--- src/rtl/mux_sel_pipe.sv ---
// N-way WIDTH-bit selector with one registered output stage and valid/ready handshake.
// Channels are picked either directly by index or by a round-robin scan of request bits.
module mux_sel_pipe #(
    parameter int unsigned WIDTH = 32,
    parameter int unsigned N     = 4,
    parameter int unsigned SELW  = 2
) (
    input  logic               clk,
    input  logic               reset,
    input  logic               rr_mode,
    input  logic               in_valid,
    input  logic [SELW-1:0]    selector,
    input  logic [N-1:0]       req,
    input  logic [N*WIDTH-1:0] data_in,
    output logic               in_ready,
    output logic [N-1:0]       gnt,
    output logic               out_valid,
    input  logic               out_ready,
    output logic [WIDTH-1:0]   out_data,
    output logic [SELW-1:0]    out_sel,
    output logic               sel_err
);

    localparam logic [SELW:0]   NumCh  = (SELW + 1)'(N);
    localparam logic [SELW-1:0] LastCh = SELW'(N - 1);
    localparam logic [N-1:0]    OneHot = N'(1);

    logic               r_valid;
    logic [WIDTH-1:0]   r_data;
    logic [SELW-1:0]    r_sel;
    logic               r_err;
    logic [SELW-1:0]    r_rr_ptr;

    logic [SELW:0]      w_scan;
    logic               w_rr_found;
    logic [SELW-1:0]    w_rr_idx;
    logic               w_sel_ok;
    logic               w_in_range;
    logic               w_want;
    logic               w_fire;
    logic [SELW-1:0]    w_chosen;
    logic [WIDTH-1:0]   w_sel_data;

    assign in_ready = !r_valid || out_ready;

    // Cyclic scan starting at r_rr_ptr; first requesting channel wins.
    always_comb begin
        w_rr_found = 1'b0;
        w_rr_idx   = '0;
        w_scan     = '0;
        for (int i = 0; i < int'(N); i++) begin
            w_scan = {1'b0, r_rr_ptr} + (SELW + 1)'(i);
            if (w_scan >= NumCh) begin
                w_scan = w_scan - NumCh;
            end
            if (!w_rr_found && req[w_scan[SELW-1:0]]) begin
                w_rr_found = 1'b1;
                w_rr_idx   = w_scan[SELW-1:0];
            end
        end
    end

    assign w_sel_ok   = ({1'b0, selector} < NumCh);
    assign w_chosen   = rr_mode ? w_rr_idx : selector;
    assign w_in_range = rr_mode || w_sel_ok;
    assign w_want     = rr_mode ? w_rr_found : in_valid;
    assign w_fire     = reset && w_want && in_ready;

    // Out-of-range indices match no channel and leave the word at zero.
    always_comb begin
        w_sel_data = '0;
        for (int k = 0; k < int'(N); k++) begin
            if (w_chosen == SELW'(k)) begin
                w_sel_data = data_in[k*WIDTH +: WIDTH];
            end
        end
    end

    assign gnt = (w_fire && w_in_range) ? (OneHot << w_chosen) : '0;

    always_ff @(posedge clk) begin
        if (!reset) begin
            r_valid  <= 1'b0;
            r_data   <= '0;
            r_sel    <= '0;
            r_err    <= 1'b0;
            r_rr_ptr <= '0;
        end else begin
            if (w_fire) begin
                r_valid <= 1'b1;
                r_data  <= w_sel_data;
                r_sel   <= w_chosen;
                r_err   <= !w_in_range;
            end else if (out_ready) begin
                r_valid <= 1'b0;
            end
            if (w_fire && rr_mode) begin
                r_rr_ptr <= (w_chosen == LastCh) ? '0 : w_chosen + 1'b1;
            end
        end
    end

    assign out_valid = r_valid;
    assign out_data  = r_data;
    assign out_sel   = r_sel;
    assign sel_err   = r_err;

endmodule

--- config.mk ---
export PLATFORM = sky130hd
export DESIGN_NAME = mux_sel_pipe
export DESIGN_NICKNAME = d
export VERILOG_FILES = /design/src/rtl/mux_sel_pipe.sv
export SDC_FILE = /design/constraint.sdc
export NUM_CORES = 1
export LEC_CHECK = 0
export CORE_ASPECT_RATIO = 0.7
export CORE_MARGIN = 3
export CORE_UTILIZATION = 38
export DETAILED_ROUTE_END_ITERATION = 8
export GPL_ROUTABILITY_DRIVEN = 0
export PLACE_DENSITY = 0.88
export SYNTH_ARGS = -nofsm -noshare
export SYNTH_HDL_FRONTEND = slang
export SYNTH_SLANG_ARGS = --single-unit
--- constraint.sdc ---
create_clock -name clk -period 5.3 [get_ports clk]
set_clock_uncertainty 0.05 [all_clocks]
set_input_delay 0.795 -clock clk [delete_from_list [all_inputs] [get_ports clk]]
set_output_delay 0.795 -clock clk [all_outputs]
set_load 0.05 [all_outputs]
[Yosys cells after proc, flatten, opt, wreduce, memory -nomap -nowiden]
Index checks and enable logic that the tools add are counted.
Widths: inputs -> output; s select.
Cells by class
  add/sub/neg operators: 8
  $mul: 0
  divide/modulo/power cells: 0
  $lt $le $gt $ge: 8
  equal/unequal tests: 3
  shift operators: 1
  muxes and demuxes: 30
  bitwise gates (word level): 0
  reductions and logical operators: 13
Operators with widths (number)
  $mux 32: 4
  $mux 2: 10
  $lt 2x3->1 const B: 4
  $mux 1: 11
  $ge 3x3->1 const B: 3
  $bmux 1 s2: 4
  $sub 2x1->2 const B: 4
  $add 2x2->3 const B: 2
  $logic_and 1x1->1: 6
  $eq 2x2->1 const B: 2
  $logic_not 1->1: 4
  $mux 4: 1
  $shl 1x2->4 const A: 1
  $add 2x1->3 const B: 1
  $ge 2x3->1 const B: 1
  $add 2x1->2 const B: 1
  $eq 2x1->1 const B: 1
  $logic_not 2->1: 1
  $reduce_bool 2->1: 1
  $logic_or 1x1->1: 1
Storage, ports and cells
  bits in registers: 37
  bits in latches: 0
  bits in writable memories: 0
  memory bits (read-only): 0
  input port bits: 139
  output and inout port bits: 41
  word-level logic and storage cells: 67
  memories: 0

[Depth between registers and ports, before layout]
Gate-level depths: netlist (run 1).
  depth in word-level cells: 20
  mapped depth: 10
  depth with buffers taken out: 9

[Worst setup path after synthesis (run 1)]
Ideal clock, no wire load.
  kind: input port to output port
  from: input req[0]
  to: output gnt[2]
  arrival time: 2.555 ns
  data required time: 4.455 ns
  slack: 1.900 ns
  stages: 8
  buffers on the path: 2
  cells stage by stage: nor2b_1 -> o21bai_1 -> a32o_1 -> inv_1 -> ha_1 -> clkbuf_1 -> clkbuf_1 -> and2_1
On the way
  elaborated cells between the ends (all ways): 28
  classes of those cells: shift (1); mux (19); reduce/logical (8)
RTL lines
  start: declaration: RTL line 13  | input logic [N-1:0] req,
  $bmux 1 s2: RTL line 56  | if (!w_rr_found && req[w_scan[SELW-1:0]]) begin
  $mux 1 (implied by the code): RTL line 56
  $mux 1: RTL line 56
  $logic_not 1->1: RTL line 56
  $logic_and 1x1->1: RTL line 56
  $mux 1: RTL line 56
  $logic_not 1->1: RTL line 56
  $logic_and 1x1->1: RTL line 56
  $mux 1: RTL line 56
  $logic_not 1->1: RTL line 56
  $logic_and 1x1->1: RTL line 56
  $mux 2 *: RTL line 56
  $mux 2 *: RTL line 64  | assign w_chosen = rr_mode ? w_rr_idx : selector;
  via w_chosen[0]: RTL line 41  | logic [SELW-1:0] w_chosen;
  $shl 1x2->4 *: RTL line 79  | assign gnt = (w_fire && w_in_range) ? (OneHot << w_chosen) : '0;
  $mux 4 *: RTL line 79
  end: declaration: RTL line 16  | output logic [N-1:0] gnt,
The timed path passes the listed nets; every way through them passes the cells marked *. The select of a mux whose other input is x is not followed.

[Final worst setup path (run 1)]
  from: input reset
  to: output gnt[2]
On the way
  word-level cells in the longest chain between the ends: 3
RTL lines
  start: declaration: RTL line 9  | input logic reset,
  $logic_and 1x1->1 (2 in a row): RTL line 67  | assign w_fire = reset && w_want && in_ready;
  $mux 4: RTL line 79
No other way between the ends.

==> results of run 1 <==
## power by group
group	internal, mW	leakage [nW]	switching (mW)	total, mW
Combinational	0.268	1.43	0.334	0.602
Sequential	0.322	0.306	0.0245	0.347
Clock	0.0934	0.0395	0.0898	0.183
## per-stage QoR
step / setup slack (ns) / hold slack [ns] / std cells
2_1_floorplan: 1.90 / 0.477 / 305
3_3_place_gp: 1.58 / 0.391 / 534
3_5_place_dp: 1.51 / 0.401 / 534
4_1_cts: 1.50 / 0.414 / 542
5_1_grt: 1.39 / 0.425 / 542
6_report: 1.52 / 0.409 / 542
## cell families after synthesis
family,count (synthesis)
other,1
and+or+nand+nor,55
adders and majority gates,4
buffers and inverters,65
AOI/OAI and AO/OA,107
DFF,37
muxes,36
## worst max-delay path by stage
stage	from	to	slack, ns	depth (start not counted)
3_5_place_dp	reset	gnt[2]	1.51	6
3_3_place_gp	reset	gnt[2]	1.58	6
4_1_cts	reset	gnt[2]	1.50	6
6_report	reset	gnt[2]	1.52	6
5_1_grt	reset	gnt[2]	1.39	6
2_1_floorplan	req[0]	gnt[2]	1.90	8
## placed cells by master (no fill, tap or decap), types with 2 or more instances in the layout
cell type / count
inv_1: 35
ha_2: 2
o21ai_0: 4
clkbuf_1: 3
mux2i_1: 36
nand2_1: 37
a221o_1: 31
a22oi_1: 32
and2_1: 4
buf_4: 10
dfxtp_1: 37
a21oi_1: 34
nor2_1: 2
ha_1: 2
clkdlybuf4s50_1: 174
clkbuf_8: 5
nor2b_1: 6
## metal layers
metal	GRT usage (%)	vias to the layer above	part of all wire, %
met5	0	-	0
met4	5.24	0	1.3
met3	8.25	12	11
met2	43.2	134	50
met1	23.8	1345	38
li1	-	1425	-
## worst max-delay path: stages
cell	delay, ns
clkdlybuf4s50_1	0.46
buf_4	0.36
nand2_1	0.15
nor2_4	0.71
and2_1	0.25
buf_4	0.20
## registers in the layout, indices dropped and copies added, names as in the netlist
register	count
out_sel	2
out_valid	1
r_rr_ptr	2
out_data	32
## area by class of cell
| class | count | area share [%] |
|---|---|---|
| Timing Repair Buffer | 184 | 42.0 |
| Multi-Input combinational cell | 203 | 33.9 |
| Sequential cell | 37 | 17.1 |
| Inverter | 35 | 3.03 |
| Tap cell | 75 | 2.17 |
| Clock buffer | 8 | 1.85 |
==> results.cfg, run 1 <==
[finish]
fin_area_um2 = 4330
regArea_um2 = 741
final_net_count = 609
multi_input_area_um2 = 1470
num_antenna_cells = 0
fin_util_pct = 72.3
fillers = 477
syn_to_final_growth_pct = 75.7
drive_above_1_share_pct = 4.07

[hold_path]
hp-class = flip-flop to flip-flop
hold_end = out_data[23]$_SDFFE_PN0P_
hold_start = out_data[23]$_SDFFE_PN0P_
whs_path_depth = 2

[yosys]
synthMuxAreaShare_pct = 14.6
synth_xor_xnor_area_share_pct = 0
synth_area_um2 = 2460
synth_area_leaders = dfxtp_1 30%, mux2i_1 15%, a221o_1 13%, a22oi_1 9.8%, a21oi_1 6.9%
yosysSeqAreaShare_pct = 30.1
ys_warn_count = 0
synth-main-ff-cell = dfxtp_1
synth_compound_area_share_pct = 32.2
ys_ff_latch = 37
syn-num-nets = 448
synth.avg_cell_area_um2 = 8.08
synth-simple-area-share_pct = 9.90
synth_edf_count = 0
synth_top_area_share_pct = 30.1
netlist-cell-type-count = 27
netlist_instances = 305
synth_async_sr_flop_share_pct = 0
synthAdderAreaFrac_pct = 2.03
synth_commonest_cells = 37 x dfxtp_1, 37 x nand2_1, 36 x mux2i_1, 35 x inv_1, 34 x a21oi_1
synth_top_family_by_area = compound AO/OA/AOI/OAI gates
synth.largest_area_cell = dfxtp_1

[clock_network]
clock_tree.buffer_depth = 2
cts_sinks = 37
cts_max_level = 2
clock-root-buffer = clkbuf_8
clk_pin_slew_ns = 0.07
post_cts_buffers = 0
cts_resized = 0
cts_inserted_buffers = 5
clk-insertion-delay-late_ns = 0.27
cts_tree = done
ctsHoldBuffers = 0

[worst_setup_path]
crit_path_max_fanout = 38
reg2reg_from = r_rr_ptr[0]$_SDFFE_PN0P_
r2r_cells = 9
start_kind = input pin
path_class = input pin to output port
arrival_ns = 2.94
cp-end-kind = output port
cp.required_ns = 4.45
r2r-end = out_data[9]$_SDFFE_PN0P_
reg2reg_slack_ns = 2.48

[job]
drv_cap = 0

[power_and_ir_drop]
max-vdd-ir-drop_uv = 126
power.density_nw_per_um2 = 262
power_mw = 1.13
leakage_nw = 1.78

[sta]
timing.final.crit_share_pct = 71.4
fmax_mhz = 264
slew_headroom_pct = 39.8
worstMarginPinSlew_ns = 0.901
period_needed_ns = 3.78
hold_viol_final = 0
finalSetupTns_ns = 0
setup_viol = 0
report.final.slew_viol_count = 0
rsz0062_at_grt = false

[routing]
final_antenna_net_count = 0
routed_wl_um = 8930
drt-wirelength-per-cell_um = 16.5
vias = 2916
drtPass1Iterations = 4
avgViaCountPerCell = 5.38
drt_iter0_drc = 85
drc = 0

[global_route]
antenna_found_initial = 0
grt_max_degree = 65
grt_overflow = 0
grt_pass1_wl_um = 13700
grt_pass1_vias = 3000
grt_use_total_pct = 22.7

[run_status]
status = finished, final reports clean

[placed_design]
placed_cell_area_um2 = 4250
dp_hpwl_um = 6860
portBuffers = 178

[die]
io_pins = 180
die_x_um = 102
die_h_um = 73.4
start_util_pct = 41.2
die_area_um2 = 7500
core-area_um2 = 5990
rows = 23
(Power assumes the default switching activity.)
==> run 2: changes to the inputs <==
Settings changed: CORE_UTILIZATION 38 to 35, PLACE_DENSITY 0.88 to 0.82.
Clock period 5.3 ns to 3.7 ns, I/O delays scaled along.
==> results.cfg, run 2 (synthesized netlist as in run 1, its figures left out) <==
[finish]
syn_to_final_growth_pct = 79.7
finalNonFillerCells = 559
final_cell_mix = 174 x clkdlybuf4s50_1, 37 x nand2_1, 37 x dfxtp_1, 36 x mux2i_1, 35 x inv_1
mostFrequentLayoutCell = clkdlybuf4s50_1
fillers = 547
num_antenna_cells = 0
final_net_count = 610
fin_area_um2 = 4430
largest_register_ff_count = 32
drive_above_1_share_pct = 4.91

[clock_network]
cts_tree = done
cts_sinks = 37
cts_resized = 0
clk_pin_slew_ns = 0.07
clk-insertion-delay-late_ns = 0.29
cts_max_level = 2
clock-root-buffer = clkbuf_8
ctsHoldBuffers = 0
cts_inserted_buffers = 5
post_cts_buffers = 0
clock_tree.buffer_depth = 2

[global_route]
antenna_found_initial = 0
busiest_layer = met2
grt_use_met3_pct = 8.89
grt_use_total_pct = 23.1
grt_max_degree = 65
met2_usage_pct = 39.8
grt_pass1_vias = 3022
grt_overflow = 0
grt_util_met1_pct = 27.5
grt_pass1_wl_um = 15400

[routing]
avgViaCountPerCell = 5.30
routed_wl_um = 9610
drc = 0
final_antenna_net_count = 0
drtPass1Iterations = 4
drt-wirelength-per-cell_um = 17.2
drt_iter0_drc = 120
vias = 2960

[worst_setup_path]
path_class = input pin to output port
cp.required_ns = 3.09
cp-end-kind = output port
start_kind = input pin
cp_num_buf_inv = 3
crit_family = buffers and inverters
cpPeakStageDelay_ns = 0.52
arrival_ns = 2.71
path_cells = clkdlybuf4s50_1, nand3_1, a311o_1, o211ai_1, ha_1, buf_4, and2_1, buf_12
slowest_stage = clkdlybuf4s50_1
crit_path_max_fanout = 34

[die]
die_x_um = 106
core-area_um2 = 6520
die_area_um2 = 8100
rows = 24
start_util_pct = 37.8
die_h_um = 76.2
io_pins = 180

[power_and_ir_drop]
max-vdd-ir-drop_uv = 256
power.density_nw_per_um2 = 379
power_mw = 1.68
leakage_nw = 1.81

[sta]
fmax_mhz = 301
worstMarginPinSlew_ns = 0.837
hold_viol_final = 0
report.final.slew_viol_count = 0
slew_headroom_pct = 43.9
setup_viol = 0
finalSetupTns_ns = 0
rsz0062_at_grt = false
period_needed_ns = 3.32
timing.final.crit_share_pct = 89.7

[placed_design]
placed_cell_area_um2 = 4330
dp_hpwl_um = 7150
dp_cells = 551
portBuffers = 178

[run_status]
status = finished, final reports clean

[hold_path]
hp-class = flip-flop to flip-flop

[job]
drv_cap = 0
[run 2: per-layer routing]
layer | vias up | wire, µm
li1 | 1430 | -
met2 | 138 | 4540
met1 | 1381 | 3970
met4 | 0 | 124
met5 | - | 0
met3 | 11 | 969
[run 2: area by class of cell]
class	instances	area [µm²]	area share, %
timing repair buffer	185	1870	42.3
multi-input combinational	203	1470	33.1
sequential	37	741	16.7
inverter	35	131	2.97
tap	91	114	2.57
clock buffer	7	96.3	2.18
clock inverter	1	5.00	0.113
[run 2: worst paths after layout]
| kind | from | endpoint | slack (ns) | depth (start not counted) |
|---|---|---|---|---|
| max | req[0] | gnt[1] | 0.38 | 8 |
| min | out_data[12]$_SDFFE_PN0P_ | out_data[12]$_SDFFE_PN0P_ | 0.41 | 2 |
| max reg2reg | r_rr_ptr[0]$_SDFFE_PN0P_ | out_data[29]$_SDFFE_PN0P_ | 0.82 | 9 |
| min reg2reg | out_data[12]$_SDFFE_PN0P_ | out_data[12]$_SDFFE_PN0P_ | 0.41 | 2 |
[run 2: power breakdown]
part           leakage [nW]  switching [mW]  internal (mW)
registers             0.306          0.0351          0.461
logic                  1.45           0.477          0.391
clock network        0.0542           0.146          0.169
total                  1.81           0.658           1.02
[run 2: worst reg2reg max path: cells and delay by family, from the launching register on]
kind	cells	cell delay [ns]
buffers and inverters	1	0.35
flip-flops	1	0.41
multiplexers	1	0.17
AND/OR/NAND/NOR	2	0.80
adder cells (fa/ha/maj)	1	0.25
AO/OA/AOI/OAI	4	0.77
[run 2: per-stage QoR]
| stage | util [%] | hold slack (ns) | setup WS (ns) |
|---|---|---|---|
| after floorplan | - | 0.477 | 0.780 |
| after global placement | 66.4 | 0.392 | 0.250 |
| after detailed placement | 66.4 | 0.399 | 0.109 |
| after CTS | 68.0 | 0.409 | 0.375 |
| after global routing | 68.0 | 0.421 | 0.139 |
| final | 68.0 | 0.408 | 0.381 |
==> run 3: changes to the inputs <==
Settings changed: ABC_CLOCK_PERIOD_IN_PS set to 3700, CORE_UTILIZATION 35 to 36, CTS_BUF_LIST set to sky130_fd_sc_hd__clkbuf_4, PLACE_DENSITY 0.82 to 0.84.
==> results.cfg, run 3 (synthesized netlist as in run 1, its figures left out) <==
[finish]
final_net_count = 611
drive_above_1_share_pct = 4.70
fillers = 552
syn_to_final_growth_pct = 77.9
final_cell_mix = 174 x clkdlybuf4s50_1, 37 x nand2_1, 37 x dfxtp_1, 36 x mux2i_1, 35 x inv_1
fin_area_um2 = 4380
mostFrequentLayoutCell = clkdlybuf4s50_1
num_antenna_cells = 0
multi_input_area_um2 = 1470
fin_util_pct = 68.2
largest_register_ff_count = 32
finalNonFillerCells = 559
regArea_um2 = 741

[worst_setup_path]
crit_path_max_fanout = 34
cp.required_ns = 3.09
r2r_cells = 9
worstSetupStartpoint = req[1]
crit_end = gnt[1]
reg2reg_from = r_rr_ptr[0]$_SDFFE_PN0P_
r2r-end = out_data[9]$_SDFFE_PN0P_
arrival_ns = 2.83
reg2reg_slack_ns = 0.88
cp-end-kind = output port
path_class = input pin to output port
start_kind = input pin

[routing]
drt-wirelength-per-cell_um = 16.5
drt_iter0_drc = 107
drtPass1Iterations = 5
routed_wl_um = 9210
drc = 0
vias = 2903
final_antenna_net_count = 0
avgViaCountPerCell = 5.19

[power_and_ir_drop]
leakage_nw = 1.79
power_mw = 1.57
max-vdd-ir-drop_uv = 206
power.density_nw_per_um2 = 358

[clock_network]
clock-root-buffer = clkbuf_4
clock_tree.buffer_depth = 2
cts_resized = 0
cts_inserted_buffers = 5
ctsHoldBuffers = 0
clk_pin_slew_ns = 0.10
cts_sinks = 37
post_cts_buffers = 0
cts_tree = done
clk-insertion-delay-late_ns = 0.33
cts_max_level = 2

[global_route]
grt_pass1_vias = 2972
grt_pass1_wl_um = 14600
grt_max_degree = 38
grt_use_total_pct = 22.7
grt_overflow = 0
antenna_found_initial = 0

[sta]
hold_slack_ns = 0.410
fmax_mhz = 291
report.final.slew_viol_count = 0
period_needed_ns = 3.44
finalSetupTns_ns = 0
timing.final.crit_share_pct = 92.9
setup_viol = 0
worstMarginPinSlew_ns = 0.676
hold_viol_final = 0
rsz0062_at_grt = false
postLayoutSetupSlackWorst_ns = 0.263
slew_headroom_pct = 54.7

[hold_path]
hp-class = flip-flop to flip-flop

[die]
io_pins = 180
core-area_um2 = 6430
start_util_pct = 38.3
die_area_um2 = 7890
rows = 24
die_h_um = 75.2
die_x_um = 105

[placed_design]
dp_hpwl_um = 6940
placed_cell_area_um2 = 4330
dp_cells = 552
portBuffers = 178
dp_worst_setup_slack_ns = 0.233

[job]
drv_cap = 0

[run_status]
status = finished, final reports clean
## run 3: cell count changes in the layout (fill, tap and decap cells not counted)
| cell | previous run | this run |
|---|---|---|
| clkbuf_8 | 7 | 0 |
| clkbuf_4 | 0 | 6 |
| clkinv_1 | 0 | 1 |
| clkinv_2 | 1 | 0 |
| buf_4 | 7 | 8 |
## run 3: critical path, stage by stage
cell             delay [ns]
clkdlybuf4s50_1        0.60
nand2_1                0.09
a311o_1                0.32
o211ai_1               0.21
ha_1                   0.28
buf_4                  0.37
and2_1                 0.25
buf_12                 0.15
## run 3: per-layer routing
layer	global-route usage [%]	up-vias	wire (µm)
li1	-	1426	-
met1	27.2	1346	3930
met2	41.2	129	4450
met3	7.20	2	797
met4	3.93	0	34
met5	0	-	0
## run 3: how the worst min path moves through the flow
stage                               from                         to  slack [ns]  depth (start not counted)
3_5_place_dp   out_data[23]$_SDFFE_PN0P_  out_data[23]$_SDFFE_PN0P_        0.40                          2
5_1_grt         out_data[0]$_SDFFE_PN0P_   out_data[0]$_SDFFE_PN0P_        0.43                          2
4_1_cts        out_data[23]$_SDFFE_PN0P_  out_data[23]$_SDFFE_PN0P_        0.41                          2
3_3_place_gp   out_data[23]$_SDFFE_PN0P_  out_data[23]$_SDFFE_PN0P_        0.39                          2
2_1_floorplan   r_rr_ptr[1]$_SDFFE_PN0P_   r_rr_ptr[1]$_SDFFE_PN0P_        0.48                          2
6_report       out_data[23]$_SDFFE_PN0P_  out_data[23]$_SDFFE_PN0P_        0.41                          2
## run 3: cell type report
class,count,share of cell area (%)
sequential,37,16.9
tap,91,2.60
inverter,35,3.00
clock buffer,6,1.03
clock inverter,1,0.0856
multi-input combinational,203,33.5
timing repair buffer,186,42.9
## run 3: where the power goes
| part | switching, mW | internal, mW |
|---|---|---|
| Sequential | 0.0330 | 0.461 |
| Combinational | 0.477 | 0.392 |
| Clock | 0.128 | 0.0765 |
